$ cat config.mk
export PLATFORM = sky130hd
export DESIGN_NAME = window_scan_engine
export DESIGN_NICKNAME = d
export VERILOG_FILES = /design/src/rtl/window_scan_pkg.sv /design/src/rtl/window_scan_engine_tag_pipe.sv /design/src/rtl/window_scan_engine.sv
export SDC_FILE = /design/constraint.sdc
export NUM_CORES = 1
export LEC_CHECK = 0
export ABC_AREA = 1
export CAP_MARGIN = 30
export CORE_ASPECT_RATIO = 0.6
export CORE_MARGIN = 1.5
export CORE_UTILIZATION = 45
export DETAILED_ROUTE_END_ITERATION = 16
export HOLD_SLACK_MARGIN = 0.02
export PLACE_DENSITY = 0.66
export SETUP_SLACK_MARGIN = 0.1
export SKIP_LAST_GASP = 1
export SLEW_MARGIN = 25
export SYNTH_ARGS = -nofsm -noshare
export SYNTH_HDL_FRONTEND = slang
export SYNTH_SLANG_ARGS = --single-unit
$ cat constraint.sdc
create_clock -name clk -period 6.82 [get_ports clk]
set_clock_uncertainty 0.05 [all_clocks]
set_input_delay 1.364 -clock clk [delete_from_list [all_inputs] [get_ports clk]]
set_output_delay 1.364 -clock clk [all_outputs]
set_load 0.01 [all_outputs]
$ cat src/rtl/window_scan_pkg.sv
// Shared types and constants for the window scan engine and its tag delay line.
package window_scan_pkg;

  typedef enum logic [1:0] {
    IDLE,
    SCAN,
    DRAIN
  } state_t;

  localparam logic MODE_VALID     = 1'b0;
  localparam logic MODE_REPLICATE = 1'b1;

  localparam int unsigned DEFAULT_WINDOW_SIZE = 3;
  localparam int unsigned HALF                = DEFAULT_WINDOW_SIZE / 2;

  // Window offsets (K <= 7) fit in 3 bits; tag coordinates are carried at the widest supported width.
  localparam int unsigned OFS_W       = 3;
  localparam int unsigned MAX_COORD_W = 16;

  typedef struct packed {
    logic                   valid;
    logic                   first;
    logic                   last;
    logic [MAX_COORD_W-1:0] cx;
    logic [MAX_COORD_W-1:0] cy;
  } tag_t;

  function automatic int unsigned half_of(input int unsigned k);
    return k / 2;
  endfunction

endpackage

$ cat src/rtl/window_scan_engine_tag_pipe.sv
// Fixed-depth delay line carrying per-request window tags until the matching read data returns.
module window_tag_pipe
  import window_scan_pkg::*;
#(
  parameter int unsigned DEPTH = 2
) (
  input  logic clk,
  input  logic reset,
  input  logic flush,
  input  tag_t in_tag,
  output tag_t out_tag,
  output logic pending
);

  tag_t stage_q [DEPTH];
  tag_t stage_d [DEPTH];

  always_comb begin
    for (int unsigned s = 0; s < DEPTH; s++) begin
      stage_d[s] = '0;
    end
    if (!flush) begin
      stage_d[0] = in_tag.valid ? in_tag : '0;
      for (int unsigned s = 1; s < DEPTH; s++) begin
        stage_d[s] = stage_q[s-1];
      end
    end
  end

  always_ff @(posedge clk) begin
    if (!reset) begin
      for (int unsigned s = 0; s < DEPTH; s++) begin
        stage_q[s] <= '0;
      end
    end else begin
      for (int unsigned s = 0; s < DEPTH; s++) begin
        stage_q[s] <= stage_d[s];
      end
    end
  end

  // Only stages still upstream of the output count as outstanding work.
  always_comb begin
    pending = 1'b0;
    for (int unsigned s = 0; s + 1 < DEPTH; s++) begin
      pending = pending | stage_q[s].valid;
    end
  end

  always_comb begin
    out_tag = stage_q[DEPTH-1];
  end

endmodule

$ cat src/rtl/window_scan_engine.sv
// KxK window address generator over an external pixel memory, re-tagging returned
// read data with window first/last/centre information after a fixed read latency.
module window_scan_engine
  import window_scan_pkg::*;
#(
  parameter int unsigned WINDOW_SIZE  = 3,
  parameter int unsigned PIXEL_W      = 8,
  parameter int unsigned COORD_W      = 8,
  parameter int unsigned READ_LATENCY = 2
) (
  input  logic               clk,
  input  logic               reset,
  input  logic               start,
  input  logic               abort,
  input  logic [COORD_W-1:0] cfg_width,
  input  logic [COORD_W-1:0] cfg_height,
  input  logic [COORD_W-1:0] cfg_step,
  input  logic               cfg_mode,
  output logic               busy,
  output logic               done,
  output logic               cfg_error,
  output logic               rd_valid,
  input  logic               rd_ready,
  output logic [COORD_W-1:0] rd_x,
  output logic [COORD_W-1:0] rd_y,
  input  logic [PIXEL_W-1:0] rd_data,
  output logic               pix_valid,
  output logic [PIXEL_W-1:0] pix_data,
  output logic               pix_first,
  output logic               pix_last,
  output logic [COORD_W-1:0] center_x,
  output logic [COORD_W-1:0] center_y
);

  localparam int unsigned        WIN_HALF = half_of(WINDOW_SIZE);
  localparam logic [OFS_W-1:0]   K_LAST   = OFS_W'(WINDOW_SIZE - 1);
  localparam logic [COORD_W-1:0] K_COORD  = COORD_W'(WINDOW_SIZE);

  typedef logic signed [COORD_W+1:0] sc_t;

  state_t             state_q, state_d;
  logic [OFS_W-1:0]   j_q, j_d, i_q, i_d;
  logic [COORD_W-1:0] ox_q, ox_d, oy_q, oy_d;
  logic [COORD_W-1:0] xlim_q, xlim_d, ylim_q, ylim_d;
  logic [COORD_W-1:0] xmax_q, xmax_d, ymax_q, ymax_d;
  logic [COORD_W-1:0] step_q, step_d;
  logic               mode_q, mode_d;

  logic               cfg_ok, start_ok, xfer, last_req, flush, pipe_pending;
  logic [COORD_W:0]   ox_next, oy_next;
  sc_t                raw_x, raw_y;
  logic [COORD_W-1:0] addr_x, addr_y, cen_x, cen_y;
  tag_t               tag_in, tag_out;

  always_comb begin
    cfg_ok = (cfg_step != '0) && (cfg_width != '0) && (cfg_height != '0);
    if ((cfg_mode == MODE_VALID) && ((cfg_width < K_COORD) || (cfg_height < K_COORD))) begin
      cfg_ok = 1'b0;
    end
  end

  assign start_ok = start && !abort && cfg_ok;
  assign xfer     = (state_q == SCAN) && rd_ready;
  assign flush    = abort && (state_q != IDLE);

  always_comb begin
    ox_next  = {1'b0, ox_q} + {1'b0, step_q};
    oy_next  = {1'b0, oy_q} + {1'b0, step_q};
    last_req = (j_q == K_LAST) && (i_q == K_LAST) &&
               (ox_next > {1'b0, xlim_q}) && (oy_next > {1'b0, ylim_q});
  end

  // FSM: state register
  always_ff @(posedge clk) begin
    if (!reset) begin
      state_q <= IDLE;
    end else begin
      state_q <= state_d;
    end
  end

  // FSM: next state
  always_comb begin
    state_d = state_q;
    unique case (state_q)
      IDLE:    if (start_ok) state_d = SCAN;
      SCAN: begin
        if (abort)                 state_d = IDLE;
        else if (xfer && last_req) state_d = DRAIN;
      end
      DRAIN:   if (abort || !pipe_pending) state_d = IDLE;
      default: state_d = IDLE;
    endcase
  end

  // FSM: outputs
  always_comb begin
    busy      = (state_q != IDLE);
    rd_valid  = (state_q == SCAN);
    done      = (state_q == DRAIN) && !abort && tag_out.valid && tag_out.last && !pipe_pending;
    cfg_error = reset && (state_q == IDLE) && start && !abort && !cfg_ok;
  end

  // Origin/centre counters: j fastest, then i, then x origin, then y origin.
  always_comb begin
    j_d    = j_q;
    i_d    = i_q;
    ox_d   = ox_q;
    oy_d   = oy_q;
    xlim_d = xlim_q;
    ylim_d = ylim_q;
    xmax_d = xmax_q;
    ymax_d = ymax_q;
    step_d = step_q;
    mode_d = mode_q;
    if (state_q == IDLE) begin
      if (start_ok) begin
        j_d    = '0;
        i_d    = '0;
        ox_d   = '0;
        oy_d   = '0;
        xmax_d = cfg_width - COORD_W'(1);
        ymax_d = cfg_height - COORD_W'(1);
        xlim_d = cfg_mode ? cfg_width - COORD_W'(1) : cfg_width - K_COORD;
        ylim_d = cfg_mode ? cfg_height - COORD_W'(1) : cfg_height - K_COORD;
        step_d = cfg_step;
        mode_d = cfg_mode;
      end
    end else if (xfer) begin
      if (j_q != K_LAST) begin
        j_d = j_q + OFS_W'(1);
      end else begin
        j_d = '0;
        if (i_q != K_LAST) begin
          i_d = i_q + OFS_W'(1);
        end else begin
          i_d = '0;
          if (ox_next <= {1'b0, xlim_q}) begin
            ox_d = ox_next[COORD_W-1:0];
          end else begin
            ox_d = '0;
            if (oy_next <= {1'b0, ylim_q}) oy_d = oy_next[COORD_W-1:0];
          end
        end
      end
    end
  end

  always_ff @(posedge clk) begin
    if (!reset) begin
      j_q    <= '0;
      i_q    <= '0;
      ox_q   <= '0;
      oy_q   <= '0;
      xlim_q <= '0;
      ylim_q <= '0;
      xmax_q <= '0;
      ymax_q <= '0;
      step_q <= '0;
      mode_q <= MODE_VALID;
    end else begin
      j_q    <= j_d;
      i_q    <= i_d;
      ox_q   <= ox_d;
      oy_q   <= oy_d;
      xlim_q <= xlim_d;
      ylim_q <= ylim_d;
      xmax_q <= xmax_d;
      ymax_q <= ymax_d;
      step_q <= step_d;
      mode_q <= mode_d;
    end
  end

  // One signed clamp serves both modes: VALID never leaves the image, REPLICATE is offset by K/2.
  always_comb begin
    raw_x = sc_t'(ox_q) + sc_t'(j_q) - (mode_q ? sc_t'(WIN_HALF) : sc_t'(0));
    raw_y = sc_t'(oy_q) + sc_t'(i_q) - (mode_q ? sc_t'(WIN_HALF) : sc_t'(0));
    if (raw_x < 0)                   addr_x = '0;
    else if (raw_x > sc_t'(xmax_q))  addr_x = xmax_q;
    else                             addr_x = raw_x[COORD_W-1:0];
    if (raw_y < 0)                   addr_y = '0;
    else if (raw_y > sc_t'(ymax_q))  addr_y = ymax_q;
    else                             addr_y = raw_y[COORD_W-1:0];
    cen_x = mode_q ? ox_q : ox_q + COORD_W'(WIN_HALF);
    cen_y = mode_q ? oy_q : oy_q + COORD_W'(WIN_HALF);
  end

  always_comb begin
    tag_in       = '0;
    tag_in.valid = xfer;
    tag_in.first = (j_q == '0) && (i_q == '0);
    tag_in.last  = (j_q == K_LAST) && (i_q == K_LAST);
    tag_in.cx    = MAX_COORD_W'(cen_x);
    tag_in.cy    = MAX_COORD_W'(cen_y);
  end

  window_tag_pipe #(
    .DEPTH(READ_LATENCY)
  ) u_tag_pipe (
    .clk    (clk),
    .reset  (reset),
    .flush  (flush),
    .in_tag (tag_in),
    .out_tag(tag_out),
    .pending(pipe_pending)
  );

  if (COORD_W < MAX_COORD_W) begin : g_tag_pad
    logic unused_tag_bits;
    always_comb begin
      unused_tag_bits = ^{tag_out.cx[MAX_COORD_W-1:COORD_W], tag_out.cy[MAX_COORD_W-1:COORD_W]};
    end
  end

  always_comb begin
    rd_x      = rd_valid ? addr_x : '0;
    rd_y      = rd_valid ? addr_y : '0;
    pix_valid = tag_out.valid;
    pix_data  = tag_out.valid ? rd_data : '0;
    pix_first = tag_out.first;
    pix_last  = tag_out.last;
    center_x  = tag_out.cx[COORD_W-1:0];
    center_y  = tag_out.cy[COORD_W-1:0];
  end

endmodule

==> results.sh <==
export IMPL_nNetsFinal=1213
export IMPL_synthDistinctLibCells=49
export IMPL_gp_congestion=0.881
export IMPL_floorplan_initialDensity_pct=46.6
export IMPL_yosysMostFrequentCell="nand2_1"
export IMPL_post_dp_cell_area_um2=8090
export IMPL_synth_seq_area_share_pct=28.5
export IMPL_synthCells=1028
export IMPL_path_cells="inv_1 -> ha_1 -> inv_1 -> ha_1 -> nand3_1 -> nand2_1 -> a21oi_1 -> o21ai_0 -> xor2_1 -> inv_1 -> ha_1 -> nand2_1 -> nor2_1 -> o21ai_0 -> nand2_1 -> o21ai_0 -> nand2_1 -> nand2_1 -> nand3_1 -> nand2_1 -> inv_1 -> a21oi_1 -> clkdlybuf4s50_1"
export IMPL_avgSynthCellArea_um2=7.04
export IMPL_cts_max_path_buffers=2
export IMPL_critPathKind="reg2out"
export IMPL_setup_violations=0
export IMPL_clk_latency_ns=0.35
export IMPL_vias=6480
export IMPL_synth_flop_cell="dfxtp_1"
export IMPL_cts_made_buffers=9
export IMPL_synth_edf_count=0
export IMPL_start_kind="flop"
export IMPL_drive_gt1_share_pct=4.68
export IMPL_endpoint="rd_y[1]"
export IMPL_cp_max_fo=10
export IMPL_maxSlewViolCount=0
export IMPL_hp_class="reg2reg"
export IMPL_grtUsageTotal_pct=21.5
export IMPL_end_kind="output pin"
export IMPL_synth_fa_ha_area_share_pct=16.0
export IMPL_cts_clk_slew_worst_paths_ns=0.07
export IMPL_r2r_slack_ns=3.50
export IMPL_wirelength_mm=17.4
export IMPL_htreeDepth=3
export IMPL_tns_ns=0
export IMPL_slew_headroom_pct=51.9
export IMPL_io_buffers=84
export IMPL_holdWs_ns=0.353
export IMPL_postCtsSetupRepairBufs=0
export IMPL_status="complete, but fails checks"
export IMPL_syn_nets=1156
export IMPL_final_area_um2=8400
export IMPL_num_io_pins=85
export IMPL_fmax_mhz=176
export IMPL_antenna_found_initial=0
export IMPL_grt_pass1_wl_mm=29.0
export IMPL_yosysTopAreaCell="dfxtp_1"
export IMPL_root_buffer="clkbuf_16"
export IMPL_r2r_start="step_q[0]$_SDFFE_PN0P_"
export IMPL_cellPowerDensity_nw_per_um2=198
export IMPL_antennaDiodeCount=0
export IMPL_cts_tree="done"
export IMPL_cts_repair_resized=0
export IMPL_hold_buffers=0
export IMPL_synth_top_cell_area_share_pct=28.5
export IMPL_ir_drop_uv=97.4
export IMPL_fillCellCount=1496
export IMPL_netlist_area_um2=7240
export IMPL_worst_pin_slew_ns=0.714
export IMPL_synth_compound_area_share_pct=15.0
export IMPL_finalHoldViolCount=0
export IMPL_ff2ff_path_depth=17
export IMPL_drt_wirelength_per_cell_um=13.5
export IMPL_required_ns=5.41
export IMPL_synthMuxAreaShare_pct=0
export IMPL_yosys_warnings=0
export IMPL_slowest_stage="clkdlybuf4s50_1"
export IMPL_rows=35
export IMPL_synth_common_cells="nand2_1 (191), inv_1 (160), a21oi_1 (107), dfxtp_1 (103), nor2_1 (90)"
export IMPL_synth_area_top_cells="dfxtp_1 (28%), ha_1 (15%), nand2_1 (9.9%)"
export IMPL_dp_hpwl_mm=13.8
export IMPL_grt_max_degree=52
export IMPL_crit_arrival_ns=4.28
export IMPL_core_area_um2=15500
export IMPL_seq_area_um2=2060
export IMPL_synth_seq_cells=103
export IMPL_max_stage_delay_ns=0.55
export IMPL_worstSetupStartpoint="oy_q[1]$_SDFFE_PN0P_"
export IMPL_grt_pass1_vias=5762
export IMPL_drt_iter0_markers=560
export IMPL_grt_overflow_total=0
export IMPL_first_pass_iters=12
export IMPL_dieArea_um2=16900
export IMPL_synth_xor_area_share_pct=5.20
export IMPL_die_w_um=167
export IMPL_rsz0062_at_grt="false"
export IMPL_synth_top_family_by_area="simple AND/OR/NAND/NOR gates"
export IMPL_syn2layout_area_growth_pct=16.0
export IMPL_fin_crit_sh_pct=83.5
export IMPL_antenna_left=0
export IMPL_drcViolationCount=3
export IMPL_async_reset_ff_share_pct=0
export IMPL_synthSimpleGateAreaFrac_pct=23.0
export IMPL_worstHoldStart="u_tag_pipe.stage_q[0][17]$_SDFF_PP0_"
export IMPL_path_common_cell="nand2_1"
export IMPL_p_leak_nw=3.86
export IMPL_maxCapViolCount=0
export IMPL_multiInputGateArea_um2=4290
export IMPL_clock_sinks=103
export IMPL_fin_crit_ns=5.70
export IMPL_routed_via_density=5.01
export IMPL_r2r_end="ox_q[7]$_SDFFE_PN0P_"
export IMPL_violations="design-rule violations"
export IMPL_die_h_um=101
## power by group
part	switching (W)	internal, W	leakage (nW)	total, W
registers	0.0000214	0.000623	0.838	0.000645
clock network	0.000239	0.000290	0.145	0.000529
logic	0.000300	0.000188	2.88	0.000488
## worst min path at each step
stage | to | depth (start not counted)
after floorplan | u_tag_pipe.stage_q[0][35]$_SDFF_PP0_ | 2
after global placement | u_tag_pipe.stage_q[0][67]$_SDFF_PP0_ | 2
after detailed placement | u_tag_pipe.stage_q[0][56]$_SDFF_PP0_ | 2
after CTS | u_tag_pipe.stage_q[0][52]$_SDFF_PP0_ | 2
after global routing | u_tag_pipe.stage_q[0][52]$_SDFF_PP0_ | 2
final | u_tag_pipe.stage_q[0][52]$_SDFF_PP0_ | 2
## flip-flops by register name, summed over array words and instances (netlist names), 8 cells and up
name / count
ox_q: 8
ymax_q: 8
ylim_q: 8
xlim_q: 8
u_tag_pipe.stage_q: 38
xmax_q: 8
oy_q: 8
step_q: 8
## layer usage
| layer | global-route usage, % | up-vias | wire, um |
|---|---|---|---|
| met5 | 0 | - | 0 |
| met4 | 4.76 | 0 | 184 |
| met3 | 3.75 | 17 | 831 |
| met2 | 32.1 | 136 | 6940 |
| met1 | 32.2 | 2901 | 9440 |
| li1 | - | 3426 | - |
## cell type report
cell class                 count  share of cell area, %
tap                          203                   3.02
clock inverter                 7                  0.968
clock buffer                   9                   2.68
timing repair buffer          86                   10.2
multi-input combinational    716                   51.0
inverter                     169                   7.55
sequential                   103                   24.6
## placed cells by master (no fill, tap or decap), types with 3 or more instances in the layout
cell type          n
o32ai_1            4
a21oi_1          107
nand2_1          191
clkbuf_16          9
o21ai_0           60
xor2_1            35
nand4_1           10
nor2_2             5
a21o_1             5
fa_1               4
nand2_2            6
nor2_1            90
inv_2              7
dfxtp_1          103
ha_1              86
nor4_1             4
nor3_1            11
xnor2_1            8
nor3b_1            3
nand3_1           53
inv_1            160
clkdlybuf4s50_1   84
## through the flow
stage	util (%)	total power, W	setup WS, ns	cells
floorplan	-	0.00100	2.32	1028
global placement	52.0	0.00114	1.60	1277
detailed placement	52.0	0.00114	1.53	1277
CTS	54.0	0.00167	1.12	1293
global route	54.0	0.00177	0.614	1293
finish	54.0	0.00166	1.12	1293
## worst max-delay path, delay by kind of cell, from the launching register on
kind            cells  cell delay, ns
simple gates        9            0.87
buf+inv             5            0.91
xor+xnor            1            0.24
fa+ha+maj           3            0.84
compound gates      5            0.63
flops               1            0.44
## cells by family after synthesis
| logic type | count (synthesis) |
|---|---|
| and+or+nand+nor | 385 |
| buffers and inverters | 209 |
| DFF | 103 |
| xor gates and xnor gates | 43 |
| AOI/OAI and AO/OA | 198 |
| adders and majority gates | 90 |
Power figures use the tool's default switching activity.
